### src/rtl/uart_rx_8n1.sv
// 8N1 UART receiver: 2-FF synchronizer, false-start rejection, 3-sample
// majority per bit, framing-error / break handling. Emits byte + 1-cycle strobe.
module uart_rx_8n1 #(
    parameter int unsigned CLKS_PER_BIT = 434
) (
    input  logic       i_clk,
    input  logic       i_reset,
    input  logic       i_rx,
    output logic [7:0] o_data,
    output logic       o_stb,
    output logic       o_frame_err,
    output logic       o_busy
);

    localparam int unsigned CNT_W = $clog2(CLKS_PER_BIT);
    localparam int unsigned HALF  = CLKS_PER_BIT / 2;

    localparam logic [CNT_W-1:0] CNT_SAMP0 = CNT_W'(HALF - 1);
    localparam logic [CNT_W-1:0] CNT_SAMP1 = CNT_W'(HALF);
    localparam logic [CNT_W-1:0] CNT_DEC   = CNT_W'(HALF + 1);
    localparam logic [CNT_W-1:0] CNT_LAST  = CNT_W'(CLKS_PER_BIT - 1);

    typedef enum logic [2:0] {
        S_IDLE,
        S_START,
        S_DATA,
        S_STOP,
        S_BREAK
    } state_t;

    state_t           state_q;
    logic             rx_meta_q;
    logic             rx_s_q;
    logic [CNT_W-1:0] cnt_q;
    logic [2:0]       bitidx_q;
    logic [7:0]       shreg_q;
    logic             samp0_q;
    logic             samp1_q;
    logic [7:0]       data_q;
    logic             stb_q;
    logic             ferr_q;
    logic             busy_q;

    logic bit_c;
    logic decide_c;
    logic last_c;

    // Majority of the two stored mid-bit samples and the live one at the decision point
    assign bit_c    = (samp0_q & samp1_q) | (samp0_q & rx_s_q) | (samp1_q & rx_s_q);
    assign decide_c = (cnt_q == CNT_DEC);
    assign last_c   = (cnt_q == CNT_LAST);

    always_ff @(posedge i_clk) begin
        if (i_reset) begin
            state_q   <= S_IDLE;
            rx_meta_q <= 1'b1;
            rx_s_q    <= 1'b1;
            cnt_q     <= '0;
            bitidx_q  <= '0;
            shreg_q   <= '0;
            samp0_q   <= 1'b0;
            samp1_q   <= 1'b0;
            data_q    <= '0;
            stb_q     <= 1'b0;
            ferr_q    <= 1'b0;
            busy_q    <= 1'b0;
        end else begin
            rx_meta_q <= i_rx;
            rx_s_q    <= rx_meta_q;
            stb_q     <= 1'b0;
            ferr_q    <= 1'b0;

            if (cnt_q == CNT_SAMP0) samp0_q <= rx_s_q;
            if (cnt_q == CNT_SAMP1) samp1_q <= rx_s_q;

            case (state_q)
                S_IDLE: begin
                    // Detect cycle is cnt 0 of the start bit
                    if (!rx_s_q) begin
                        state_q <= S_START;
                        busy_q  <= 1'b1;
                        cnt_q   <= CNT_W'(1);
                    end
                end
                S_START: begin
                    if (decide_c && bit_c) begin
                        state_q <= S_IDLE;
                        busy_q  <= 1'b0;
                    end else if (last_c) begin
                        cnt_q    <= '0;
                        bitidx_q <= '0;
                        state_q  <= S_DATA;
                    end else begin
                        cnt_q <= cnt_q + CNT_W'(1);
                    end
                end
                S_DATA: begin
                    if (decide_c) shreg_q <= {bit_c, shreg_q[7:1]};
                    if (last_c) begin
                        cnt_q    <= '0;
                        bitidx_q <= bitidx_q + 3'(1);
                        if (bitidx_q == 3'd7) state_q <= S_STOP;
                    end else begin
                        cnt_q <= cnt_q + CNT_W'(1);
                    end
                end
                S_STOP: begin
                    // Resolve at mid stop bit so back-to-back frames keep half a bit of margin
                    if (decide_c) begin
                        if (bit_c) begin
                            data_q  <= shreg_q;
                            stb_q   <= 1'b1;
                            state_q <= S_IDLE;
                            busy_q  <= 1'b0;
                        end else begin
                            ferr_q  <= 1'b1;
                            state_q <= S_BREAK;
                        end
                    end else begin
                        cnt_q <= cnt_q + CNT_W'(1);
                    end
                end
                S_BREAK: begin
                    if (rx_s_q) begin
                        state_q <= S_IDLE;
                        busy_q  <= 1'b0;
                    end
                end
                default: begin
                    state_q <= S_IDLE;
                    busy_q  <= 1'b0;
                end
            endcase
        end
    end

    assign o_data      = data_q;
    assign o_stb       = stb_q;
    assign o_frame_err = ferr_q;
    assign o_busy      = busy_q;

endmodule
### config.mk
export PLATFORM = sky130hd
export DESIGN_NAME = uart_rx_8n1
export DESIGN_NICKNAME = d
export VERILOG_FILES = /design/src/rtl/uart_rx_8n1.sv
export SDC_FILE = /design/constraint.sdc
export NUM_CORES = 1
export LEC_CHECK = 0
export CAP_MARGIN = 15
export CORE_MARGIN = 2
export CORE_UTILIZATION = 50
export CTS_BUF_LIST = sky130_fd_sc_hd__clkbuf_4
export CTS_CLUSTER_SIZE = 20
export DETAILED_ROUTE_END_ITERATION = 8
export GPL_ROUTABILITY_DRIVEN = 0
export GPL_TIMING_DRIVEN = 0
export PLACE_DENSITY_LB_ADDON = 0.08
export SYNTH_ARGS = -nofsm -noshare
export SYNTH_HDL_FRONTEND = slang
export SYNTH_SLANG_ARGS = --single-unit
### constraint.sdc
create_clock -name i_clk -period 2.6 [get_ports i_clk]
set_clock_uncertainty 0.05 [all_clocks]
set_input_delay 0.52 -clock i_clk [delete_from_list [all_inputs] [get_ports i_clk]]
set_output_delay 0.52 -clock i_clk [all_outputs]
set_load 0.01 [all_outputs]
==> summary.txt <==
Power
  • Total Power: 1.50 mW
  • Sequential share of power: 42.7%
  • Combinational share of power: 24.8%
  • Static Leak: 0.905 nW
  • Internal Power: 1.03 mW
  • Pwr dens: 722 mW/mm^2
  • Maximum vdd drop: 0.507 mV
  • NetSw: 0.467 mW
  • Fraction of power spent switching nets: 31.1%
  • Clock share of power: 32.5%

Worst hold path
  • Worst hold path startpoint: rx_meta_q
  • Hold path cells: 1
  • Min-delay worst type: flip-flop to flip-flop
  • Worst Hold End: rx_s_q

Route
  • Post-Route WL: 3570 um
  • Drt drc: 0
  • Routed vias/inst: 5.46
  • Avg WL per Cell: 13.5 um
  • Via count: 1447
  • Antenna-violating nets left: 0
  • Initial detailed-routing violation count: 68
  • First-pass DRT Iterations: 5

Timing
  • Max Transition Viols Final: 0
  • Tmin final: 2.03 ns
  • Unrepaired setup endpoints after global routing: false
  • Max Fclk: 0.493 GHz
  • Least-Margin Pin Slew: 0.526 ns
  • Setup ws final: 0.572 ns
  • Setup TNS: 0 ns
  • Final setup fails: 0
  • Final cycle utilization of the critical path: 78.0%
  • Hold WS: 0.383 ns
  • Final Hold Viols: 0
  • Worst slew margin: 64.9%

Floorplan
  • Chip Width: 64.0 um
  • Starting Density: 53.2%
  • Die height: 64.0 um
  • Core area: 0.00339 mm^2
  • Die area: 0.00410 mm^2
  • IO Pins: 14
  • Row count: 21

Global routing
  • All-Layer GR Usage: 19.3%
  • Largest net degree at the start of global routing: 13
  • Vias in the first global route: 1293
  • Total grt overflow: 0
  • First-pass GRT wire length: 6150 um
  • Initial antenna violation count: 0

Clock tree
  • CTS buffer count: 5
  • Post-cts sizing count: 0
  • Max clock buf depth: 2
  • Skew-Pair Late Insertion Delay: 0.34 ns
  • Htree depth: 2
  • CTS root buf: clkbuf_4
  • Postcts setup bufs: 0
  • Clk pin slew, worst setup/hold paths: 0.11 ns
  • CTS tree: built
  • Clk sinks: 38
  • Hold-fix buffers at CTS: 0

Yosys
  • Syn_nets: 208
  • Flops & latches, synth: 38
  • Number of flops mapped to enable cells by yosys: 0
  • Synth unique cells: 41
  • Post-synthesis sequential area ratio: 42.2%
  • Mapped Cells: 199
  • Async SR Flop Fraction: 0%
  • Synth Area per Inst: 9.05 um^2
  • Ys Warns: 0
  • Mapped Area: 0.00180 mm^2
  • Prevailing post-synth register cell: dfxtp_1

Final layout
  • Fraction of layout cells with a size suffix above 1: 11.0%
  • Most frequent cells in the layout: dfxtp_1 (38), nor2_1 (33), mux2i_1 (17)
  • Commonest non-fill, non-tap cell in the layout: dfxtp_1
  • Nets@finish: 227
  • Area Growth Syn to Fin: 15.5%
  • Antenna Cells: 0
  • Filler cell count: 294

Setup path
  • Crit-path leading delay family: simple AND/OR/NAND/NOR gates
  • Setup crit end kind: flip-flop
  • CP Launch Type: flip-flop
  • Crit Path Class: flip-flop to flip-flop
  • CP Cell Sequence: inv_1, ha_1, and4bb_1, nand2_2, or3_1, buf_6, mux2i_1, nor2_1
  • Arr. time, crit path: 2.20 ns
  • Worst R2R Path Depth: 8
  • Crit-path max FO: 8
  • RR Endpoint: shreg_q[5]
  • CP Data Required Time: 2.77 ns
  • FF-to-FF setup slack: 0.57 ns
  • Critical path buffers and inverters: 2
  • Largest stage delay, worst path: 0.39 ns
  • Worst r2r src: cnt_q[0]
  • Critical path's slowest cell: dfxtp_1

Place
  • HPWL after DPL: 2590 um
  • Post-place setup slack: 0.582 ns
  • Port bufs: 12

Flow run
  • Max-cap viol count: 0

Run status
  • Status: finished, final reports clean
power by group through the flow:
stage | Combinational [mW] | Clock [mW] | Sequential [mW]
2_1_floorplan | 0.280 | 0 | 0.648
3_3_place_gp | 0.352 | 0 | 0.652
3_5_place_dp | 0.368 | 0 | 0.654
4_1_cts | 0.372 | 0.504 | 0.640
5_1_grt | 0.414 | 0.529 | 0.647
6_report | 0.372 | 0.488 | 0.641
registers in the layout, indices dropped and copies added (netlist names):
| name | flops |
|---|---|
| o_data | 8 |
| cnt_q | 9 |
| o_stb | 1 |
| samp0_q | 1 |
| state_q | 3 |
| samp1_q | 1 |
| rx_s_q | 1 |
| shreg_q | 8 |
| bitidx_q | 3 |
| o_busy | 1 |
| o_frame_err | 1 |
| rx_meta_q | 1 |
worst max-delay path by stage:
stage              from         end  depth (start not counted)
2_1_floorplan  cnt_q[0]  shreg_q[0]                          8
3_3_place_gp   cnt_q[0]  shreg_q[6]                          8
3_5_place_dp   cnt_q[0]   o_data[0]                          8
4_1_cts        cnt_q[0]   o_data[0]                          8
5_1_grt        cnt_q[1]    cnt_q[4]                          7
6_report       cnt_q[0]  shreg_q[5]                          8
layout make-up:
| type | count | area [um^2] | area share (%) |
|---|---|---|---|
| Buffer | 12 | 65.1 | 3.13 |
| Clock buffer | 5 | 37.5 | 1.80 |
| Clock inverter | 3 | 63.8 | 3.07 |
| Inverter | 7 | 26.3 | 1.26 |
| Multi-Input combinational cell | 142 | 950 | 45.6 |
| Sequential cell | 38 | 761 | 36.6 |
| Tap cell | 46 | 57.6 | 2.77 |
| Timing Repair Buffer | 12 | 120 | 5.77 |
kinds of logic after synthesis:
family	share of synthesized area (%)
xor+xnor	3.40
flops	42.2
simple gates	22.6
fa+ha+maj	5.35
buf+inv	5.07
mux	9.44
compound gates	11.9
stage by stage:
step | cell area, um^2 | std cells | util, %
2_1_floorplan | 1800 | 199 | -
3_3_place_gp | 1980 | 257 | 58.4
3_5_place_dp | 1980 | 257 | 58.4
4_1_cts | 2080 | 265 | 61.4
5_1_grt | 2080 | 265 | 61.4
6_report | 2080 | 265 | 61.4
synth_stat cells (2+ instances only):
cell type  number  share of area (%)
clkbuf_1        6                1.2
a31oi_1         3                1.0
buf_2           4                1.1
and3_1          4                1.4
a2bb2oi_1       2               0.97
inv_1           7                1.5
nand3_1         5                1.4
nand4b_1        2               0.97
buf_6           2                1.2
dfxtp_1        38                 42
mux2i_1        17                9.4
a2111oi_2       2                1.7
nand2_1        14                2.9
o21ai_2         3                1.5
nor2b_1         3                1.0
o22ai_1         2               0.69
ha_1            6                4.2
or3_1           2               0.69
xnor2_1         2               0.97
o211a_1         2                1.1
nand4_1         3                1.0
nor2_1         33                6.9
a21oi_1         5                1.4
o21ai_0         4                1.1
or2_2           2               0.69
xor2_1          5                2.4
nor3_1          7                1.9
routing by layer:
layer / vias to the layer above / share of wire, % / global-route usage [%] / wire [um]
li1: 735 / - / - / -
met1: 683 / 48 / 25.1 / 1730
met2: 24 / 46 / 30.5 / 1650
met3: 5 / 4.1 / 5.99 / 145
met4: 0 / 1.3 / 5.71 / 45
met5: - / 0 / 0 / 0
No activity file was read; power rests on OpenSTA's default activity.
